### src/rtl/console_pkg.sv
// Shared constants for the text console: geometry defaults, control codes,
// FSM encoding and the VRAM word layout. Optional scroll states: VRAM_CONSOLE_SCROLL_EN.
package console_pkg;

    localparam int COLS_DEF = 80;
    localparam int ROWS_DEF = 50;

    localparam logic [7:0] CH_BS       = 8'h08;
    localparam logic [7:0] CH_LF       = 8'h0A;
    localparam logic [7:0] CH_FF       = 8'h0C;
    localparam logic [7:0] CH_CR       = 8'h0D;
    localparam logic [7:0] CH_PRINT_LO = 8'h20;
    localparam logic [7:0] CH_PRINT_HI = 8'h7E;

    // Word layout read by the display side: {4'h0, color[11:0], 9'h0, char[6:0]}
    localparam int WORD_CHAR_LSB  = 0;
    localparam int WORD_CHAR_W    = 7;
    localparam int WORD_COLOR_LSB = 16;
    localparam int WORD_COLOR_W   = 12;

    typedef enum logic [2:0] {
        CUR_NONE = 3'd0,
        CUR_ADV  = 3'd1,
        CUR_NL   = 3'd2,
        CUR_CR   = 3'd3,
        CUR_BS   = 3'd4,
        CUR_HOME = 3'd5
    } cursor_cmd_e;

`ifdef VRAM_CONSOLE_SCROLL_EN
    typedef enum logic [2:0] {
        ST_IDLE   = 3'd0,
        ST_CLEAR  = 3'd1,
        ST_SCR_RD = 3'd2,
        ST_SCR_WR = 3'd3,
        ST_BLANK  = 3'd4
    } state_e;
`else
    typedef enum logic [0:0] {
        ST_IDLE  = 1'b0,
        ST_CLEAR = 1'b1
    } state_e;
`endif

    function automatic logic [31:0] pack_word(input logic [11:0] color, input logic [6:0] ch);
        logic [31:0] w;
        w = 32'h0000_0000;
        w[WORD_COLOR_LSB +: WORD_COLOR_W] = color;
        w[WORD_CHAR_LSB +: WORD_CHAR_W]   = ch;
        return w;
    endfunction

endpackage

### src/rtl/console_cursor.sv
// Cursor row/column counters with advance, newline, backspace and home handling.
// Last-row newline holds the row under VRAM_CONSOLE_SCROLL_EN, otherwise wraps to row 0.
module console_cursor
    import console_pkg::*;
#(
    parameter int COLS = COLS_DEF,
    parameter int ROWS = ROWS_DEF
) (
    input  logic        clk,
    input  logic        clrn,
    input  cursor_cmd_e cmd,
    output logic [5:0]  row,
    output logic [6:0]  col,
    output logic        last_nl
);

    localparam logic [6:0] COL_LAST = 7'(COLS - 1);
    localparam logic [5:0] ROW_LAST = 6'(ROWS - 1);

    logic [6:0] col_adv_s;
    logic [6:0] col_nxt_s;
    logic [5:0] row_nxt_s;
    logic       nl_s;
    logic       home_s;

    // Next cursor position for the command presented this cycle
    always_comb begin
        col_adv_s = col;
        nl_s      = 1'b0;
        home_s    = 1'b0;
        case (cmd)
            CUR_ADV: begin
                if (col == COL_LAST) begin
                    nl_s = 1'b1;
                end else begin
                    col_adv_s = col + 7'd1;
                end
            end
            CUR_NL:   nl_s = 1'b1;
            CUR_CR:   col_adv_s = 7'd0;
            CUR_BS: begin
                if (col != 7'd0) begin
                    col_adv_s = col - 7'd1;
                end else begin
                    col_adv_s = col;
                end
            end
            CUR_HOME: home_s = 1'b1;
            default:  col_adv_s = col;
        endcase

        if (home_s) begin
            row_nxt_s = 6'd0;
            col_nxt_s = 7'd0;
        end else if (nl_s) begin
            col_nxt_s = 7'd0;
            if (row != ROW_LAST) begin
                row_nxt_s = row + 6'd1;
            end else begin
`ifdef VRAM_CONSOLE_SCROLL_EN
                row_nxt_s = ROW_LAST;
`else
                row_nxt_s = 6'd0;
`endif
            end
        end else begin
            row_nxt_s = row;
            col_nxt_s = col_adv_s;
        end
    end

    assign last_nl = nl_s & (row == ROW_LAST);

    // Cursor position registers
    always_ff @(posedge clk or negedge clrn) begin
        if (!clrn) begin
            row <= 6'd0;
            col <= 7'd0;
        end else begin
            row <= row_nxt_s;
            col <= col_nxt_s;
        end
    end

endmodule

### src/rtl/vram_console.sv
// Character-stream console writing RGB444-colored glyph codes into a text VRAM.
// Define VRAM_CONSOLE_SCROLL_EN to scroll on last-row newline instead of wrapping.
module vram_console
    import console_pkg::*;
#(
    parameter int         COLS       = COLS_DEF,
    parameter int         ROWS       = ROWS_DEF,
    parameter logic [6:0] BLANK_CHAR = 7'h20
) (
    input  logic        clk,
    input  logic        clrn,
    input  logic        ch_valid,
    input  logic [7:0]  ch_data,
    output logic        ch_ready,
    input  logic        color_we,
    input  logic [11:0] color_in,
    output logic [11:0] vram_addr,
    output logic        vram_we,
    output logic [31:0] vram_wdata,
    input  logic [31:0] vram_rdata,
    output logic [5:0]  cursor_row,
    output logic [6:0]  cursor_col
);

    localparam logic [11:0] CELLS_LAST = 12'(ROWS * COLS - 1);
`ifdef VRAM_CONSOLE_SCROLL_EN
    localparam logic [11:0] SCR_LAST      = 12'((ROWS - 1) * COLS - 1);
    localparam logic [11:0] LAST_ROW_BASE = 12'((ROWS - 1) * COLS);
    localparam logic [11:0] COLS_W12      = 12'(COLS);
    logic rd_wait_r;
`endif

    state_e      state_r;
    logic [11:0] cnt_r;
    logic [11:0] color_r;
    logic        acc_s;
    logic        wr_char_s;
    logic        wr_bs_s;
    logic        go_clear_s;
    logic        last_nl_s;
    cursor_cmd_e cur_cmd_s;
    logic [11:0] cur_addr_s;
    logic [11:0] bs_addr_s;

    assign ch_ready   = (state_r == ST_IDLE);
    assign acc_s      = ch_valid & ch_ready;
    assign cur_addr_s = 12'(int'(cursor_row) * COLS + int'(cursor_col));
    assign bs_addr_s  = cur_addr_s - 12'd1;

`ifndef VRAM_CONSOLE_SCROLL_EN
    logic unused_s;
    assign unused_s = ^{vram_rdata, last_nl_s};
`endif

    console_cursor #(
        .COLS (COLS),
        .ROWS (ROWS)
    ) u_cursor (
        .clk     (clk),
        .clrn    (clrn),
        .cmd     (cur_cmd_s),
        .row     (cursor_row),
        .col     (cursor_col),
        .last_nl (last_nl_s)
    );

    // Decode an accepted character into a cursor command and a VRAM action
    always_comb begin
        cur_cmd_s  = CUR_NONE;
        wr_char_s  = 1'b0;
        wr_bs_s    = 1'b0;
        go_clear_s = 1'b0;
        if (acc_s) begin
            if ((ch_data >= CH_PRINT_LO) && (ch_data <= CH_PRINT_HI)) begin
                cur_cmd_s = CUR_ADV;
                wr_char_s = 1'b1;
            end else begin
                case (ch_data)
                    CH_LF: cur_cmd_s = CUR_NL;
                    CH_CR: cur_cmd_s = CUR_CR;
                    CH_BS: begin
                        if (cursor_col != 7'd0) begin
                            cur_cmd_s = CUR_BS;
                            wr_bs_s   = 1'b1;
                        end else begin
                            cur_cmd_s = CUR_NONE;
                        end
                    end
                    CH_FF: begin
                        cur_cmd_s  = CUR_HOME;
                        go_clear_s = 1'b1;
                    end
                    default: cur_cmd_s = CUR_NONE;
                endcase
            end
        end else begin
            cur_cmd_s = CUR_NONE;
        end
    end

    // Current drawing color; a same-cycle character still sees the old value
    always_ff @(posedge clk or negedge clrn) begin
        if (!clrn) begin
            color_r <= 12'hFFF;
        end else if (color_we) begin
            color_r <= color_in;
        end else begin
            color_r <= color_r;
        end
    end

    // Control FSM driving the registered VRAM port
    always_ff @(posedge clk or negedge clrn) begin
        if (!clrn) begin
            state_r    <= ST_CLEAR;
            cnt_r      <= 12'd0;
            vram_we    <= 1'b0;
            vram_addr  <= 12'd0;
            vram_wdata <= 32'd0;
`ifdef VRAM_CONSOLE_SCROLL_EN
            rd_wait_r  <= 1'b0;
`endif
        end else begin
            vram_we <= 1'b0;
            case (state_r)
                ST_IDLE: begin
                    if (wr_char_s || wr_bs_s) begin
                        vram_we    <= 1'b1;
                        vram_addr  <= wr_bs_s ? bs_addr_s : cur_addr_s;
                        vram_wdata <= pack_word(color_r, wr_bs_s ? BLANK_CHAR : ch_data[6:0]);
                    end
                    if (go_clear_s) begin
                        state_r <= ST_CLEAR;
                        cnt_r   <= 12'd0;
`ifdef VRAM_CONSOLE_SCROLL_EN
                    end else if (last_nl_s) begin
                        state_r <= ST_SCR_RD;
                        cnt_r   <= 12'd0;
`endif
                    end else begin
                        state_r <= ST_IDLE;
                    end
                end
                ST_CLEAR: begin
                    vram_we    <= 1'b1;
                    vram_addr  <= cnt_r;
                    vram_wdata <= pack_word(color_r, BLANK_CHAR);
                    if (cnt_r == CELLS_LAST) begin
                        state_r <= ST_IDLE;
                        cnt_r   <= 12'd0;
                    end else begin
                        cnt_r <= cnt_r + 12'd1;
                    end
                end
`ifdef VRAM_CONSOLE_SCROLL_EN
                ST_SCR_RD: begin
                    vram_addr <= cnt_r + COLS_W12;
                    rd_wait_r <= 1'b1;
                    state_r   <= ST_SCR_WR;
                end
                // First cycle waits out the read latency, second copies the word down
                ST_SCR_WR: begin
                    if (rd_wait_r) begin
                        rd_wait_r <= 1'b0;
                    end else begin
                        vram_we    <= 1'b1;
                        vram_addr  <= cnt_r;
                        vram_wdata <= vram_rdata;
                        if (cnt_r == SCR_LAST) begin
                            cnt_r   <= LAST_ROW_BASE;
                            state_r <= ST_BLANK;
                        end else begin
                            cnt_r   <= cnt_r + 12'd1;
                            state_r <= ST_SCR_RD;
                        end
                    end
                end
                ST_BLANK: begin
                    vram_we    <= 1'b1;
                    vram_addr  <= cnt_r;
                    vram_wdata <= pack_word(color_r, BLANK_CHAR);
                    if (cnt_r == CELLS_LAST) begin
                        state_r <= ST_IDLE;
                        cnt_r   <= 12'd0;
                    end else begin
                        cnt_r <= cnt_r + 12'd1;
                    end
                end
`endif
                default: begin
                    state_r <= ST_CLEAR;
                    cnt_r   <= 12'd0;
                end
            endcase
        end
    end

endmodule

### config.mk
export PLATFORM = sky130hd
export DESIGN_NAME = vram_console
export DESIGN_NICKNAME = d
export VERILOG_FILES = /design/src/rtl/console_pkg.sv /design/src/rtl/console_cursor.sv /design/src/rtl/vram_console.sv
export SDC_FILE = /design/constraint.sdc
export NUM_CORES = 1
export LEC_CHECK = 0
export ABC_AREA = 0
export BUFFER_PORTS_ARGS = -buffer_cell sky130_fd_sc_hd__buf_4
export CAP_MARGIN = 20
export CORE_ASPECT_RATIO = 0.7
export CORE_MARGIN = 2
export CORE_UTILIZATION = 53
export CTS_CLUSTER_DIAMETER = 50
export DETAILED_ROUTE_END_ITERATION = 10
export GPL_TIMING_DRIVEN = 0
export HOLD_SLACK_MARGIN = 0.06
export PLACE_DENSITY_LB_ADDON = 0.12
export SYNTH_ARGS = -nofsm -noshare
export SYNTH_HDL_FRONTEND = slang
export SYNTH_SLANG_ARGS = --single-unit
### constraint.sdc
create_clock -name clk -period 4.2 [get_ports clk]
set_input_delay 0.84 -clock clk [delete_from_list [all_inputs] [get_ports clk]]
set_output_delay 0.84 -clock clk [all_outputs]
set_load 0.01 [all_outputs]
# Word-level counts from Yosys, hierarchy flattened
# Index checks and enable logic that the tools add are counted.
dict set report classes {
  addsub 6
  reduce_logical 6
  order_cmp 2
  n_mul 1
  bitwise_logic 2
  n_mux 38
  eq_ne 16
}
# operator n
set ops {}
lappend ops {{case mux 32 bit (2 select lines)} 1}
lappend ops {{2-to-1 mux 12 bit} 4}
lappend ops {{case mux 12 bit (2 select lines)} 2}
lappend ops {{2-to-1 mux 7 bit} 5}
lappend ops {{equality test 8 x 4 -> 1 bit (second input constant)} 4}
lappend ops {{2-to-1 mux 32 bit} 1}
lappend ops {{case mux 7 bit (3 select lines)} 1}
lappend ops {{2-to-1 mux 6 bit} 3}
lappend ops {{2-to-1 mux 1 bit} 14}
lappend ops {{adder 12 x 1 -> 12 bit (second input constant)} 1}
lappend ops {{adder 12 x 7 -> 12 bit} 1}
lappend ops {{equality test 12 bit (second input constant)} 1}
lappend ops {{case mux 3 bit (4 select lines)} 1}
lappend ops {{subtractor 12 x 1 -> 12 bit (second input constant)} 1}
lappend ops {{2-to-1 mux 3 bit} 3}
lappend ops {{>= comparator 8 x 6 -> 1 bit (second input constant)} 1}
lappend ops {{less-or-equal comparator 8 x 7 -> 1 bit (second input constant)} 1}
lappend ops {{multiplier 6 x 3 -> 8 bit (second input constant)} 1}
lappend ops {{inequality test 4 x 2 -> 1 bit (second input constant)} 2}
lappend ops {{adder 7 x 1 -> 7 bit (second input constant)} 1}
lappend ops {{equality test 7 bit (second input constant)} 1}
lappend ops {{nonzero test 7 bit} 1}
lappend ops {{subtractor 7 x 1 -> 7 bit (second input constant)} 1}
lappend ops {{adder 6 x 1 -> 6 bit (second input constant)} 1}
lappend ops {{13 further kinds} 18}
dict set report totals {
  register_bits 83
  input_bits 56
  out_inout_bits 59
  wordCells 79
}

# Longest topological paths before layout
dict set report depth {
  depth_word 9
  depth_mapped 15
  mapped_depth_nobuf 14
}

# Modules after synthesis
# From an unflattened synthesis, not the netlist that was laid out.
dict set report hier_totals {
  hier_cells 478
  area_unflattened_um2 4345.4
}
# mod cells_each n_inst area_each_um2 seq_area_each_um2
set modules_own_cells {}
lappend modules_own_cells {vram_console 348 1 3278.1 1442.6}
lappend modules_own_cells {console_cursor 130 1 1067.3 325.3}

# Worst setup path after synthesis
# OpenSTA, ideal clock, no wires.
dict set report synth_path {
  kind {input-to-reg}
  start {input ch_data[7]}
  end {register u_cursor.col[6]}
  path_stages 13
  n_path_buf 1
  t_arrival_ps 3764
  setup_ps 136
  required_time_ps 4064
  path_slack_ps 300
  path_cell_list {or3b_2 -> or4_4 -> or3_1 -> clkbuf_1 -> inv_1 -> ha_1 -> nor2b_1 -> o31a_1 -> o21a_1 -> o21a_1 -> nor3_1 -> xnor2_1 -> nor3_1}
}
dict set report synth_via {
  elab_chain_cells 8
  word_cells_on_any_way 24
  classes_between {order compare: 2; eq/ne: 11; mux: 8; reduce/logical: 3}
}
# item line
set synth_rtl {}
lappend synth_rtl {{from (decl)} vram_console.sv:13} ;# input logic [7:0] ch_data,
lappend synth_rtl {{>= comparator 8 x 6 -> 1 bit, or another cell as far along} vram_console.sv:74} ;# if ((ch_data >= CH_PRINT_LO) && (ch_data <= CH_PRINT_HI)) begin
lappend synth_rtl {{logical AND 1 bit or case mux 3 bit (4 select lines) (tied branches)} {vram_console.sv:74, vram_console.sv:78}}
lappend synth_rtl {{2-to-1 mux 3 bit (*)} vram_console.sv:74}
lappend synth_rtl {{2-to-1 mux 3 bit (*)} vram_console.sv:73} ;# if (acc_s) begin
lappend synth_rtl {{equality test 3 x 2 -> 1 bit, or another cell as far along} console_cursor.sv:31} ;# case (cmd)
lappend synth_rtl {{case mux 1 bit (2 select lines), or another cell as far along} console_cursor.sv:31}
lappend synth_rtl {{inequality test 4 x 2 -> 1 bit (no source line), or another cell as far along} n/a}
lappend synth_rtl {{AND reduction 3 bit (no source line) or 2-to-1 mux 7 bit (tied branches)} n/a}
lappend synth_rtl {{to (signal assigned)} console_cursor.sv:81} ;# col <= col_nxt_s;
lappend synth_rtl {{to (decl)} console_cursor.sv:13} ;# output logic [6:0] col,
# Mark *: on every way between the ends. The rest lies on a longest branch, timed or not.
# A chain may end at the register's enable or synchronous reset.

# Final worst setup path
# Same ends and word-level chain as after synthesis.

==> results.ini <==
[clock_tree]
cts_hold_buf = 0
htreeDepth = 3
cts_root_buf = clkbuf_16
clockBufferDepth = 2
insertion_delay_ns = 0.34
clk_pin_slew_ns = 0.06
numCtsBuffers = 9
cts_sinks = 70
cts_tree = done

[setup_path]
crit_family = simple AND/OR/NAND/NOR gates
critPathKind = in -> reg
critPathBufInv = 2
start_kind = input pin
end_kind = register
critical-path-slowest-cell = or4_4
path_max_fanout = 6
max_stage_delay_ns = 0.52
cp_cell_sequence = buf_4 -> or3b_2 -> or4_4 -> or3_1 -> inv_1 -> ha_1 -> nor2b_1 -> o31a_1 -> o21a_1 -> o21a_1 -> nor3_1 -> xnor2_1 -> nor3_1
cp_data_required_time_ns = 4.40
cp_data_arrival_time_ns = 4.09

[placement]
pre_cts_ws_ns = -0.0655
place_area_mm2 = 0.00495
hpwl_um = 7510
io_buffer_count = 68
gp_congestion = 0.910

[drt]
route.detailed.drc = 0
wirelength_um = 10200
wl_per_cell_um = 15.6
dr.pass1.iters = 4
viasPerCell = 5.46
drtIter0Drc = 228
dr_total_vias = 3591
ant_nets = 0

[sta]
worst_slack_ns = 0.313
worst_pin_slew_ns = 0.935
min_period_over_period_pct = 92.5
slew_viol_final = 0
period_needed_ns = 3.89
fmax_mhz = 257
hold-worst-slack_ns = 0.464
finalClockSkew_ns = 0.00705
max_slew_margin_pct = 37.2
hold_viol = 0
rsz0062_at_grt = no
finalSetupViolCount = 0

[synthesis]
synth_ff_type = dfrtp_1
ys_seq_elements = 70
synth_cells = 462
synth-async-reset-ratio_pct = 100
syn-cell-area_mm2 = 0.00427
synth.area.top_cells = dfrtp_1, dfstp_2, nand2_1
synth_cell_types = 57
synth.yosys.warnings = 0
synth_enable_flop_cells = 0
avgSynthCellArea_um2 = 9.24
synth_top_cell_by_area = dfrtp_1
synth_top_area_share_pct = 33.4
yosysSeqAreaShare_pct = 41.4

[global_route]
grt_pass1_vias = 3520
grt_overflow = 0
grt_max_degree = 71
antenna_found_initial = 0
grt_pass1_wl_um = 17200
gr-usage-all-layers_pct = 24.9

[power]
p_leak_nw = 2.58
power.density_mw_per_mm2 = 320
finalPower_mw = 1.69
ir_drop_v = 0.000249

[die]
ios = 115
die_x_um = 111
die_area_mm2 = 0.00880
core_mm2 = 0.00784
die_height_um = 79.1
core.rowCount = 27
start_util_pct = 54.5

[final_layout]
diodes = 0
area_growth_syn_to_layout_pct = 23.7
num-nets-final = 632
final_layout_size_suffix_gt1_share_pct = 24.8
fin_area_mm2 = 0.00528
final_util_pct = 67.4
final_cell_mix = buf_4, nand2_1, dfrtp_1, nor2_1, o21ai_0
layout_commonest_cell = buf_4

[hold_path]
hp-class = reg -> reg

[job]
drv_cap = 0

[status]
status = finished, final reports clean

-- cells by family (layout without fill, tap and decap cells) --
group	after synthesis	count (layout)	share of synthesized area, %
other	1	13	0.0878
and+or+nand+nor	188	188	21.2
adders and majority gates	24	24	7.56
muxes	24	24	5.98
DFF	70	70	41.4
xor gates and xnor gates	24	24	5.57
AOI/OAI and AO/OA	84	84	12.7
buffers and inverters	47	130	5.39
-- Yosys cell counts, types with 12 or more instances --
cell type   n
nand2_1    73
dfrtp_1    57
nor2_1     50
o21ai_0    24
a21oi_1    22
ha_1       21
xnor2_1    17
inv_1      15
clkbuf_1   14
buf_4      13
dfstp_2    13
mux2_2     12
mux2i_1    12
nand3_1    12
-- path summary, 6_finish.rpt --
path / from / to / slack, ns / cells after the start
max: ch_data[7] / u_cursor.col[6]$_DFFE_PN0P_ / 0.31 / 13
min: vram_wdata[18]$_DFFE_PN0P_ / vram_wdata[18]$_DFFE_PN0P_ / 0.46 / 2
max reg2reg: u_cursor.col[0]$_DFFE_PN0P_ / u_cursor.col[6]$_DFFE_PN0P_ / 0.37 / 14
min reg2reg: vram_wdata[18]$_DFFE_PN0P_ / vram_wdata[18]$_DFFE_PN0P_ / 0.46 / 2
max in group asynchronous: clrn / u_cursor.col[2]$_DFFE_PN0P_ / 2.99 / 1
min in group asynchronous: clrn / u_cursor.row[0]$_DFFE_PN0P_ / 0.62 / 1
-- where the power goes --
group	internal, mW	switching, mW
Clock	0.556	0.292
Combinational	0.0590	0.0599
Sequential	0.708	0.0133
-- stage by stage --
stage | std cells | TNS, ns
after floorplan | 474 | 0
after global placement | 643 | -0.0445
after detailed placement | 643 | -0.0655
after CTS | 659 | 0
after global routing | 658 | 0
final | 658 | 0
-- timing repair --
item                       4_1_cts  5_1_grt
setup endpoints to repair        0        1
resized for setup                0        0
buffers inserted                 0        0
-- final cells by class --
type	count	area [µm²]
clock inverters	4	77.6
inverters	15	56.3
flip-flops and latches	70	1770
clock buffers	12	256
multi-input cells	357	2320
repair buffers	68	510
fillers	635	2560
plain buffers	31	170
well taps	101	126
-- metal layers --
layer | track usage [%] | share of wire, %
met5 | 0 | 0
met1 | 35.8 | 49
met2 | 36.4 | 43
met3 | 8.32 | 6.8
met4 | 6.30 | 0.83
-- state kept, by name, summed over array words and instances (netlist names) --
name          flops
vram_addr        12
vram_wdata       19
color_r          12
u_cursor.row      6
vram_we           1
u_cursor.col      7
state_r           1
cnt_r            12
-- tightest hold or removal path, cell delays in order (launching register included) --
cell	delay, ns
dfrtp_1	0.34
nand2_1	0.05
nand2_1	0.04
No activity file was read; power rests on OpenSTA's default activity.
